$ cat src/rtl/pc_sequencer.sv
// -----------------------------------------------------------------------------
// pc_sequencer
//
// Architectural PC register and run-control FSM sitting directly in front of
// a single-cycle CPU core. Every cycle it presents pc_o to the core, looks at
// the core's next-PC and interrupt vector, and decides whether the current
// instruction commits, the PC advances, or the hart stops in HALT
// (ECALL/EBREAK) or TRAP (error).
//
// Optional build macro: PC_SEQ_COUNTERS_EN
//   Adds cycle_cnt_o / instret_o performance counters.
//
// Ports:
//   clk_i         in   clock, rising edge
//   rst_n_i       in   asynchronous active-low reset
//   start_i       in   pulse: (re)start execution at RESET_PC
//   resume_i      in   pulse: continue from HALT at epc_o + 4
//   new_pc_i      in   next PC computed by the core
//   interrupts_i  in   core event vector
//                      [0] FetchError [1] DecodeError [2] MemAccessError
//                      [3] UnknownBrtyError [4] ECALL [5] EBREAK
//   pc_o          out  current PC (drives the core's pc_i)
//   commit_o      out  combinational: current instruction may write state
//   running_o     out  FSM in RUN  (registered)
//   halted_o      out  FSM in HALT (registered)
//   trap_o        out  FSM in TRAP (registered)
//   cause_o       out  latched stop cause, 7 = none
//   epc_o         out  PC of the instruction that caused the last stop
//   cycle_cnt_o   out  (PC_SEQ_COUNTERS_EN) cycles spent in RUN
//   instret_o     out  (PC_SEQ_COUNTERS_EN) committed instructions
// -----------------------------------------------------------------------------
module pc_sequencer #(
  parameter int                    DATA_WIDTH = 64,
  parameter logic [DATA_WIDTH-1:0] RESET_PC   = '0,
  parameter int                    INTR_WIDTH = 6
) (
  input  logic                  clk_i,
  input  logic                  rst_n_i,
  input  logic                  start_i,
  input  logic                  resume_i,
  input  logic [DATA_WIDTH-1:0] new_pc_i,
  input  logic [INTR_WIDTH-1:0] interrupts_i,
  output logic [DATA_WIDTH-1:0] pc_o,
  output logic                  commit_o,
  output logic                  running_o,
  output logic                  halted_o,
  output logic                  trap_o,
  output logic [2:0]            cause_o,
  output logic [DATA_WIDTH-1:0] epc_o
`ifdef PC_SEQ_COUNTERS_EN
  ,
  output logic [DATA_WIDTH-1:0] cycle_cnt_o,
  output logic [DATA_WIDTH-1:0] instret_o
`endif
);

  typedef enum logic [1:0] {
    S_IDLE = 2'd0,
    S_RUN  = 2'd1,
    S_HALT = 2'd2,
    S_TRAP = 2'd3
  } state_t;

  localparam logic [2:0] CAUSE_NONE = 3'd7;
  localparam logic [2:0] CAUSE_MISA = 3'd6;
  localparam logic [2:0] CAUSE_ECALL = 3'd4;
  localparam logic [2:0] CAUSE_EBRK = 3'd5;

  state_t                r_state;
  logic [DATA_WIDTH-1:0] r_pc;
  logic [DATA_WIDTH-1:0] r_epc;
  logic [2:0]            r_cause;
  logic                  r_running;
  logic                  r_halted;
  logic                  r_trap;

  logic [2:0]            w_cause;
  logic                  w_is_halt;
  logic                  w_commit;

  // Misalignment sits between the hard errors and ECALL/EBREAK: a bad
  // next-PC is a fault even when the instruction is also an environment call.
  function automatic logic [2:0] stop_cause(input logic [INTR_WIDTH-1:0] intr,
                                            input logic [1:0]            npc_lsb);
    if (intr[0])             return 3'd0;
    else if (intr[1])        return 3'd1;
    else if (intr[2])        return 3'd2;
    else if (intr[3])        return 3'd3;
    else if (npc_lsb != 2'b0) return CAUSE_MISA;
    else if (intr[4])        return CAUSE_ECALL;
    else if (intr[5])        return CAUSE_EBRK;
    else                     return CAUSE_NONE;
  endfunction

  assign w_cause   = stop_cause(interrupts_i, new_pc_i[1:0]);
  assign w_is_halt = (w_cause == CAUSE_ECALL) || (w_cause == CAUSE_EBRK);
  // State decode uses r_state directly so an async reset kills commit at once.
  assign w_commit  = (r_state == S_RUN) && (w_cause == CAUSE_NONE);

  always_ff @(posedge clk_i or negedge rst_n_i) begin
    if (!rst_n_i) begin
      r_state   <= S_IDLE;
      r_pc      <= RESET_PC;
      r_epc     <= '0;
      r_cause   <= CAUSE_NONE;
      r_running <= 1'b0;
      r_halted  <= 1'b0;
      r_trap    <= 1'b0;
    end else begin
      case (r_state)
        S_IDLE: begin
          if (start_i) begin
            r_state   <= S_RUN;
            r_pc      <= RESET_PC;
            r_cause   <= CAUSE_NONE;
            r_running <= 1'b1;
          end
        end
        S_RUN: begin
          if (w_cause == CAUSE_NONE) begin
            r_pc <= new_pc_i;
          end else begin
            // PC holds on the faulting/stopping instruction.
            r_epc     <= r_pc;
            r_cause   <= w_cause;
            r_running <= 1'b0;
            if (w_is_halt) begin
              r_state  <= S_HALT;
              r_halted <= 1'b1;
            end else begin
              r_state <= S_TRAP;
              r_trap  <= 1'b1;
            end
          end
        end
        S_HALT: begin
          if (start_i) begin
            r_state   <= S_RUN;
            r_pc      <= RESET_PC;
            r_cause   <= CAUSE_NONE;
            r_running <= 1'b1;
            r_halted  <= 1'b0;
          end else if (resume_i) begin
            r_state   <= S_RUN;
            r_pc      <= r_epc + DATA_WIDTH'(4);
            r_cause   <= CAUSE_NONE;
            r_running <= 1'b1;
            r_halted  <= 1'b0;
          end
        end
        S_TRAP: begin
          if (start_i) begin
            r_state   <= S_RUN;
            r_pc      <= RESET_PC;
            r_cause   <= CAUSE_NONE;
            r_running <= 1'b1;
            r_trap    <= 1'b0;
          end
        end
        default: begin
          r_state   <= S_IDLE;
          r_running <= 1'b0;
          r_halted  <= 1'b0;
          r_trap    <= 1'b0;
        end
      endcase
    end
  end

`ifdef PC_SEQ_COUNTERS_EN
  logic [DATA_WIDTH-1:0] r_cycle_cnt;
  logic [DATA_WIDTH-1:0] r_instret;
  logic                  w_start_acc;

  // start_i is accepted in every state except RUN.
  assign w_start_acc = start_i && (r_state != S_RUN);

  always_ff @(posedge clk_i or negedge rst_n_i) begin
    if (!rst_n_i) begin
      r_cycle_cnt <= '0;
      r_instret   <= '0;
    end else if (w_start_acc) begin
      r_cycle_cnt <= '0;
      r_instret   <= '0;
    end else if (r_state == S_RUN) begin
      r_cycle_cnt <= r_cycle_cnt + DATA_WIDTH'(1);
      if (w_commit) begin
        r_instret <= r_instret + DATA_WIDTH'(1);
      end
    end
  end

  assign cycle_cnt_o = r_cycle_cnt;
  assign instret_o   = r_instret;
`endif

  assign pc_o      = r_pc;
  assign commit_o  = w_commit;
  assign running_o = r_running;
  assign halted_o  = r_halted;
  assign trap_o    = r_trap;
  assign cause_o   = r_cause;
  assign epc_o     = r_epc;

endmodule
$ cat config.mk
export PLATFORM = sky130hd
export DESIGN_NAME = pc_sequencer
export DESIGN_NICKNAME = d
export VERILOG_FILES = /design/src/rtl/pc_sequencer.sv
export SDC_FILE = /design/constraint.sdc
export NUM_CORES = 1
export LEC_CHECK = 0
export CORE_MARGIN = 5
export CORE_UTILIZATION = 47
export CTS_CLUSTER_DIAMETER = 150
export CTS_CLUSTER_SIZE = 24
export DETAILED_ROUTE_END_ITERATION = 8
export HOLD_SLACK_MARGIN = 0.1
export PLACE_DENSITY = 0.8
export REMOVE_ABC_BUFFERS = 1
export SYNTH_ARGS = -nofsm -noshare
export SYNTH_HDL_FRONTEND = slang
export SYNTH_SLANG_ARGS = --single-unit
export TNS_END_PERCENT = 1
$ cat constraint.sdc
create_clock -name clk_i -period 4.4 [get_ports clk_i]
set_input_delay 0.88 -clock clk_i [delete_from_list [all_inputs] [get_ports clk_i]]
set_output_delay 0.88 -clock clk_i [all_outputs]
set_load 0.005 [all_outputs]
==> flow_summary.yaml, run 1 <==
outcome:
  status: "complete, no violations"
logic_synthesis:
  synth.top_cell.area_share: 0.481
  yosysMostFrequentCell: "nand2_1"
  synth-seq-cells: 136
  netlist_top_cells_count: "nand2_1, dfrtp_1, nor2_1"
  syn_avg_cell_area_um2: 8.52
  synth-main-ff-cell: "dfrtp_1"
  yosys_warnings: 0
  ys_seq_area_frac: 0.492
  ys_async_sr_fraction: 1.00
  post-synth-top-area-cell: "dfrtp_1"
  netlist_area_um2: 6930
  synth_edf_count: 0
  ys_types: 43
  synthTopCellsByArea: "dfrtp_1, nand2_1, nor2_1"
  netlist_instances: 813
min_path:
  min_from: "pc_o[31]$_DFFE_PN0P_"
  hold_depth: 2
  min_to: "epc_o[31]$_DFFE_PN0P_"
  hp-class: "flip-flop to flip-flop"
setup_path:
  cp.arrival_ns: 2.68
  cp_cell_sequence: "clkdlybuf4s50_1 > nor4_1 > o221ai_1 > nor2_1 > clkdlybuf4s50_1"
  r2r_cells: 7
  crit_path_max_incr_delay_ns: 0.53
  r2r_end: "pc_o[42]$_DFFE_PN0P_"
  critPathLaunchType: "input port"
  r2r_slack_ns: 1.49
  crit_required_ns: 3.52
  crit_type: "input port to output pin"
  end_kind: "output pin"
  crit_slowest_cell: "clkdlybuf4s50_1"
  rr_startpoint: "epc_o[2]$_DFFE_PN0P_"
  crit_fanout: 4
  crit_family: "buffers and inverters"
  cp_num_buf_inv: 2
  cpMostUsedCell: "clkdlybuf4s50_1"
timing:
  relSlewSlack: 0.307
  tightest_slew_ns: 1.04
  setup_viol: 0
  finalCriticalPeriod_ns: 3.56
  grt_setup_unrepaired: "false"
  fin_skew_ns: 0.00787
  tns_ns: 0
  final_hold_viol_count: 0
  max_freq_ghz: 0.281
  finalMaxSlewViolations: 0
  finalCritPeriodShare: 0.808
  fin_ws_ns: 0.845
placement:
  io_buffer_count: 208
  hpwl_um: 14000
  place.gp.congestion: 0.813
  pre_cts_ws_ns: 0.855
detailed_routing:
  postRouteAntennaNets: 0
  drtIter0Drc: 505
  met3WireLength_um: 1980
  vias: 6639
  viasPerCell: 5.55
  dr.max_layer_used: "met4"
  met1_length_um: 8820
  wl_met2_um: 10100
  drc: 0
  drt-pass1-iter-count: 5
  wl_per_cell_um: 17.8
  drt_wl_total_um: 21300
clock_tree:
  clk_pin_slew_worst_paths_ns: 0.06
  cts_tree: "yes"
  clk_latency_ns: 0.42
  h-tree-depth: 4
  post_cts_resized: 0
  cts_sinks: 136
  cts_setup_buffers: 0
  root_buffer: "clkbuf_16"
  clk_path_buf_depth: 2
  ctsHoldBuffers: 0
  numCtsBuffers: 17
power:
  power.leakage_nw: 4.11
  max-vdd-ir-drop_v: 0.000435
  power_density_nw_per_um2: 774
  power_switching_mw: 2.92
  internal-power_mw: 4.63
  swShare: 0.386
  seqPwrFrac: 0.348
  power_mw: 7.55
  pwr-share-clk: 0.197
  p_comb_frac: 0.455
floorplan:
  die_area_um2: 17300
  dieHeight_um: 131
  fp-row-count: 44
  ios: 209
  initial_core_util: 0.478
  design.core.area_um2: 14500
  die_w_um: 131
finish:
  syn_to_final_growth_pct: 41.0
  fillers: 1209
  drive_above_1_share: 0.0681
  nets: 1079
  antenna_cells: 0
flow_run:
  maxCapViolations: 0
global_route:
  globalRouteTotalUtil: 0.247
  grt_pass1_wl_um: 35400
  grt_antenna_before_repair: 0
  grt_overflow: 0
  grt_pass1_vias: 6792
  grt_max_degree: 112
## how the worst max path moves through the flow
stage	startpoint	endpoint	slack [ns]	depth (start not counted)
2_1_floorplan	interrupts_i[0]	pc_o[29]$_DFFE_PN0P_	-0.82	6
3_3_place_gp	interrupts_i[0]	commit_o	0.89	5
3_5_place_dp	interrupts_i[0]	commit_o	0.86	5
4_1_cts	interrupts_i[0]	commit_o	0.85	5
5_1_grt	interrupts_i[0]	commit_o	0.77	5
6_report	interrupts_i[0]	commit_o	0.84	5
## metal layers
layer  global-route usage  vias to the layer above
met5                    0                        -
li1                     -                     3139
met3               0.0833                       34
met2                0.399                      261
met1                0.316                     3205
met4               0.0777                        0
## stage by stage
| stage | hold slack, ns | instance area, um2 | util | std cells |
|---|---|---|---|---|
| after floorplan | 0.485 | 6720 | - | 762 |
| after global placement | 0.474 | 9150 | 0.632 | 1165 |
| after detailed placement | 0.482 | 9150 | 0.632 | 1165 |
| after global routing | 0.522 | 9760 | 0.674 | 1197 |
| final | 0.498 | 9760 | 0.674 | 1197 |
| after CTS | 0.499 | 9760 | 0.674 | 1197 |
## worst min-delay path, delay by kind of cell (launching register included)
family	cells	cell delay, ns
flip-flops	1	0.36
AND/OR/NAND/NOR	2	0.10
## flip-flops by register name (all words and copies together), names as in the netlist
name       flops
halted_o       1
r_state        2
trap_o         1
pc_o          64
cause_o        3
running_o      1
epc_o         64
## cell families after synthesis
logic type / share of synthesized area
multiplexers: 0.00289
flip-flops: 0.492
AO/OA/AOI/OAI: 0.116
XOR/XNOR: 0.0759
buffers and inverters: 0.0358
AND/OR/NAND/NOR: 0.269
adder cells (fa/ha/maj): 0.00903
## area by class of cell
class / count / area, um2 / share of cell area
inverters: 12 / 45.0 / 0.00461
repair buffers: 219 / 2170 / 0.222
clock inverters: 12 / 149 / 0.0152
well taps: 184 / 230 / 0.0236
multi-input cells: 614 / 3300 / 0.338
flip-flops and latches: 136 / 3410 / 0.349
clock buffers: 20 / 467 / 0.0478
## power by group through the flow
stage	Clock, mW	Sequential [mW]	Combinational (mW)
3_3_place_gp	0	2.61	3.38
5_1_grt	1.56	2.74	3.80
6_report	1.48	2.63	3.44
2_1_floorplan	0	2.55	1.59
3_5_place_dp	0	2.64	3.45
4_1_cts	1.50	2.62	3.47
## layout by cell type (no fill, tap or decap), types with 13 or more instances in the layout
cell type and count:
nand3_1 32, dfrtp_1 133, nor3_1 13, a221oi_1 18
o22ai_1 35, xnor2_1 33, clkbuf_16 17, nor2_1 95
nand2_1 219, xor2_1 27, a21oi_1 39, nand4_1 17
clkdlybuf4s50_1 207
Note: power is estimated with default switching activity, not from simulation.
==> run 2: changes to the inputs <==
CORE_UTILIZATION = 43   (was 47)
PLACE_DENSITY = 0.77   (was 0.8)
clock period = 3.1 ns   (was 4.4 ns; I/O delays follow)
==> run 2 against run 1 <==
  * Wire length up 3.1%
  * Utilization down 4.4 points
  * Clock power up 45%
  * Non-clock buffer count up 8
  * Register-to-register slack worse by 0.97 ns
  * Clock skew up 0.00078 ns
  * Sequential power up 43%
  * First-iteration DRC count down 12%
==> flow_summary.yaml, run 2 (synthesis gave the netlist of run 1 again) <==
outcome:
  status: "complete, no violations"
detailed_routing:
  drt_wl_total_um: 21900
  drc: 0
  drt-pass1-iter-count: 5
  vias: 6661
  drtIter0Drc: 445
  wl_per_cell_um: 17.7
  viasPerCell: 5.38
  postRouteAntennaNets: 0
clock_tree:
  h-tree-depth: 4
  cts_sinks: 136
  root_buffer: "clkbuf_16"
  numCtsBuffers: 17
  cts_setup_buffers: 0
  clk_path_buf_depth: 2
  cts_tree: "yes"
  clk_pin_slew_worst_paths_ns: 0.06
  post_cts_resized: 0
  ctsHoldBuffers: 0
  clk_latency_ns: 0.42
floorplan:
  ios: 209
  die_w_um: 137
  dieHeight_um: 137
  die_area_um2: 18700
  fp-row-count: 46
  design.core.area_um2: 15800
  initial_core_util: 0.438
setup_path:
  crit_fanout: 4
  r2r_cells: 8
  cp_cell_sequence: "clkdlybuf4s50_1 > nor4_2 > o221ai_1 > nor2_1 > clkdlybuf4s50_1"
  rr_startpoint: "epc_o[2]$_DFFE_PN0P_"
  crit_family: "buffers and inverters"
  crit_slowest_cell: "clkdlybuf4s50_1"
  cpMostUsedCell: "clkdlybuf4s50_1"
  r2r_end: "pc_o[46]$_DFFE_PN0P_"
  cp_num_buf_inv: 2
  crit_type: "input port to output pin"
  crit_required_ns: 2.48
  cp.arrival_ns: 2.38
  end_kind: "output pin"
  cp_num_cells: 5
  critPathLaunchType: "input port"
  r2r_slack_ns: 0.52
  crit_path_max_incr_delay_ns: 0.53
global_route:
  grt_pass1_wl_um: 35200
  grt_max_degree: 71
  globalRouteTotalUtil: 0.239
  grt_overflow: 0
  grt_antenna_before_repair: 0
  grt_pass1_vias: 6705
timing:
  setup_viol: 0
  max_freq_ghz: 0.333
  final_hold_viol_count: 0
  fin_skew_ns: 0.00866
  relSlewSlack: 0.435
  finalMaxSlewViolations: 0
  finalCriticalPeriod_ns: 3.00
  tightest_slew_ns: 0.840
  finalCritPeriodShare: 0.968
  whs_ns: 0.161
power:
  max-vdd-ir-drop_v: 0.000623
  power.leakage_nw: 4.19
  power_mw: 10.9
  power_density_nw_per_um2: 1100
finish:
  drive_above_1_share: 0.0725
  fin_cells: 1237
  final_common_cell: "nand2_1"
  postLayoutCellArea_um2: 9980
  final_cell_mix: "nand2_1, clkdlybuf4s50_1, dfrtp_1"
  antenna_cells: 0
  syn_to_final_growth_pct: 44.1
  nets: 1087
  final_util: 0.631
placement:
  hpwl_um: 14800
  postPlaceCellArea_um2: 9350
  place_inst: 1205
  io_buffer_count: 208
  place.gp.congestion: 0.806
flow_run:
  maxCapViolations: 0
min_path:
  hp-class: "input port to asynchronous set/reset pin"
run 2: metal layers:
| layer | global-route usage | vias to the layer above | routed length (um) |
|---|---|---|---|
| li1 | - | 3161 | - |
| met1 | 0.309 | 3211 | 9040 |
| met2 | 0.387 | 255 | 10500 |
| met3 | 0.0676 | 34 | 2010 |
| met4 | 0.0782 | 0 | 404 |
| met5 | 0 | - | 0 |
run 2: how the worst max path moves through the flow:
stage | from | end
after floorplan | interrupts_i[0] | pc_o[29]$_DFFE_PN0P_
after global placement | interrupts_i[3] | commit_o
after detailed placement | interrupts_i[0] | commit_o
after CTS | interrupts_i[0] | commit_o
after global routing | interrupts_i[0] | commit_o
final | interrupts_i[0] | commit_o
run 2: through the flow:
step                      worst slack [ns]  setup TNS (ns)
final                                0.100               0
after global routing               -0.0332         -0.0332
after CTS                           0.0919               0
after detailed placement            0.0919               0
after global placement               0.131               0
after floorplan                      -1.86         -116.34
run 2: area by class of cell:
cell class | instances | area [um2]
Fill cell | 1344 | 5850
Sequential cell | 136 | 3410
Multi-Input combinational cell | 614 | 3310
Timing Repair Buffer | 227 | 2330
Clock buffer | 24 | 482
Tap cell | 216 | 270
Clock inverter | 8 | 143
Inverter | 12 | 45.0
run 2: report_power, final:
part           leakage (nW)  switching, mW  internal [mW]
Clock                 0.304          0.746           1.41
Sequential             1.63           1.07           2.70
Combinational          2.26           2.36           2.66
Total                  4.19           4.18           6.77
==> RTL change 1, RTL diff (config.mk and constraints of run 1) <==
The 4 states of `state_t` get a one-hot encoding in 4 bits.
--- a/src/rtl/pc_sequencer.sv
+++ b/src/rtl/pc_sequencer.sv
@@ -54,11 +54,11 @@
 `endif
 );
 
-  typedef enum logic [1:0] {
-    S_IDLE = 2'd0,
-    S_RUN  = 2'd1,
-    S_HALT = 2'd2,
-    S_TRAP = 2'd3
+  typedef enum logic [3:0] {
+    S_IDLE = 4'b0001,
+    S_RUN  = 4'b0010,
+    S_HALT = 4'b0100,
+    S_TRAP = 4'b1000
   } state_t;
 
   localparam logic [2:0] CAUSE_NONE = 3'd7;
Behaviour: no difference found for any inputs over 4 cycles, from zero or initial values and one cycle with rst_n_i low; so few cycles prove little.
==> RTL change 1 against run 1 <==
  * Combinational power increased by 14%
  * Power up 9.5%
  * Design area grew 2.5%
  * Clock power up 5%
  * Worst hold slack got worse by 0.016 ns
  * Maximum frequency is 6.0% lower
  * Area after synthesis is 2.4% higher
  * Setup slack worse by 0.23 ns
  * Via count decreased by 2.1%
  * Routed wire length is 4.2% higher
  * First-iteration DRC count increased by 8.1%
  * Sequential cell count increased by 2
  * Critical endpoint unchanged
==> RTL change 1: results <==
[placement]
place_hpwl_mm = 15.2
place.gp.congestion = 0.841
place_ws_ns = 0.631

[run_status]
status = "completed"

[setup_path]
cp-startpoint = "interrupts_i[3]"
cp_slowest_cell = "nor4_1"
reg2reg_setup_slack_ns = 1.29
cp_max_fo = 5

[route]
vias = 6497
routed_wl_mm = 22.2
drt_iter0_drc = 546
wl_met1_mm = 9.68
met2_length_mm = 10.6

[final_layout]
nClkBuffers = 18
syn_to_final_growth_pct = 41.2
clock_area_frac = 0.0639
non_clock_buffer_area_share = 0.219
multi_input_area_share = 0.346
drive_above_1_share = 0.143
nFillCells = 1139
final_cells = 1104
inverters = 7
multi_input_gates = 525

[grt]
grt_max_degree = 73
grt_pass1_wl_mm = 35.3

[logic_synthesis]
syn_avg_cell_area_um2 = 9.98
netlist-cell-type-count = 54
synth_compound_area_frac = 0.131
yosys.area_share.xor_xnor = 0.0605
synth_area_leaders = "dfrtp_1, mux2_2, nor2_1, a21oi_1, xnor2_1"
[RTL change 1: changes by cell type in the layout (fill, tap and decap cells not counted), moves of 5 or more]
cell,delta
o21a_1,+6
a22oi_1,+8
xor2_1,-8
nor4_1,+7
o211ai_1,-6
o22ai_1,-21
nor2_1,+11
a21oi_1,+17
nand2_1,-194
inv_1,-7
mux2_2,+65
a221oi_1,+5
o21ai_0,+6
[RTL change 1: cells by family (layout without fill, tap and decap cells)]
logic type	after synthesis	count (layout)
flops	138	138
buf+inv	47	257
mux	66	66
xor+xnor	49	49
compound gates	146	146
fa+ha+maj	1	1
simple gates	263	263
[RTL change 1: power groups by stage]
stage               sequential, µW  clock, µW  combinational (µW)
finish                        2770       1560                3930
global route                  2890       1630                4270
CTS                           2760       1580                3960
detailed placement            2760          0                3930
global placement              2740          0                3830
floorplan                     2640          0                1930
==> RTL change 2, RTL diff (settings of run 1) <==
Made on the original files. Build with the macro `PC_SEQ_COUNTERS_EN` defined.
--- a/src/rtl/pc_sequencer.sv
+++ b/src/rtl/pc_sequencer.sv
@@ -29,6 +29,8 @@
 //   cycle_cnt_o   out  (PC_SEQ_COUNTERS_EN) cycles spent in RUN
 //   instret_o     out  (PC_SEQ_COUNTERS_EN) committed instructions
 // -----------------------------------------------------------------------------
+`define PC_SEQ_COUNTERS_EN
+
 module pc_sequencer #(
   parameter int                    DATA_WIDTH = 64,
   parameter logic [DATA_WIDTH-1:0] RESET_PC   = '0,
Behaviour (old outputs only; new: cycle_cnt_o and instret_o): unchanged (equiv_simple and equiv_induct, registers matched by name and starting in step).
==> RTL change 2 against run 1 <==
  * Routed wire length increased by 91%
  * Synthesized cell count increased by 64%
  * Design area increased by 77%
  * Setup slack got worse by 0.16 ns
  * Area after synthesis increased by 91%
  * Power increased by 22%
  * Combinational power increased by 12%
  * Via count increased by 82%
  * Sequential cell count increased by 128
  * Critical path type unchanged
  * Critical endpoint unchanged
==> RTL change 2: results <==
[sta]
worst_pin_slew_ns = 1.20

[min_path]
hold_class = "input pin to asynchronous set/reset pin"

[grt]
gr-usage-met3 = 0.0667
grt_usage = 0.251
grt_max_degree = 125
met2_usage = 0.400

[placement]
place_ws_ns = 0.660
place_hpwl_mm = 29.1
place.gp.congestion = 0.877

[run_status]
status = "completed"

[route]
wl_met3_mm = 3.63
vias_per_cell = 5.99
maxUsedRoutingLayer = "met5"
met2_length_mm = 18.9
drt_iter0_drc = 1123

[clocking]
clk_pin_slew_ns = 0.10
clock_latency_ns = 0.49
cts_max_path_buffers = 3
htreeDepth = 1

[logic_synthesis]
netlist-cell-type-count = 66
synth_area_leaders = "dfrtp_1, mux2_2, nand3_1, xor2_1, nor2_1"
yosysMostFrequentCell = "dfrtp_1"
synth_common_cells = "dfrtp_1, nand3_1, nor2_1"

[final_layout]
layout.nets = 1712
final_cells = 2014
nFillCells = 2308
drive_above_1_share = 0.0874
fin_area_um2 = 17300

[power]
leakage_uw = 0.00681
vdd_drop_max_mv = 0.445

[setup_path]
r2r_start = "epc_o[3]"
reg2reg_setup_slack_ns = 1.42
arrival_ns = 2.84
## RTL change 2: power by group through the flow
stage	registers [µW]	logic, µW	clock network, µW
2_1_floorplan	3820	1770	0
5_1_grt	4020	4150	1550
6_report	3910	3860	1420
3_5_place_dp	3930	3860	0
4_1_cts	3900	3880	1460
3_3_place_gp	3890	3780	0
## RTL change 2: cells by family after synthesis
logic type                 Yosys count  synth area share
and+or+nand+nor                    517             0.209
DFF                                264             0.499
xor gates and xnor gates            65            0.0429
adders and majority gates            6           0.00566
AOI/OAI and AO/OA                  308             0.145
buffers and inverters               92            0.0327
muxes                               79            0.0658
## RTL change 2: cell type report
| class | count | area share |
|---|---|---|
| repair buffers | 354 | 0.203 |
| flip-flops and latches | 264 | 0.381 |
| clock buffers | 20 | 0.0227 |
| multi-input cells | 975 | 0.361 |
| well taps | 378 | 0.0273 |
| inverters | 23 | 0.00498 |
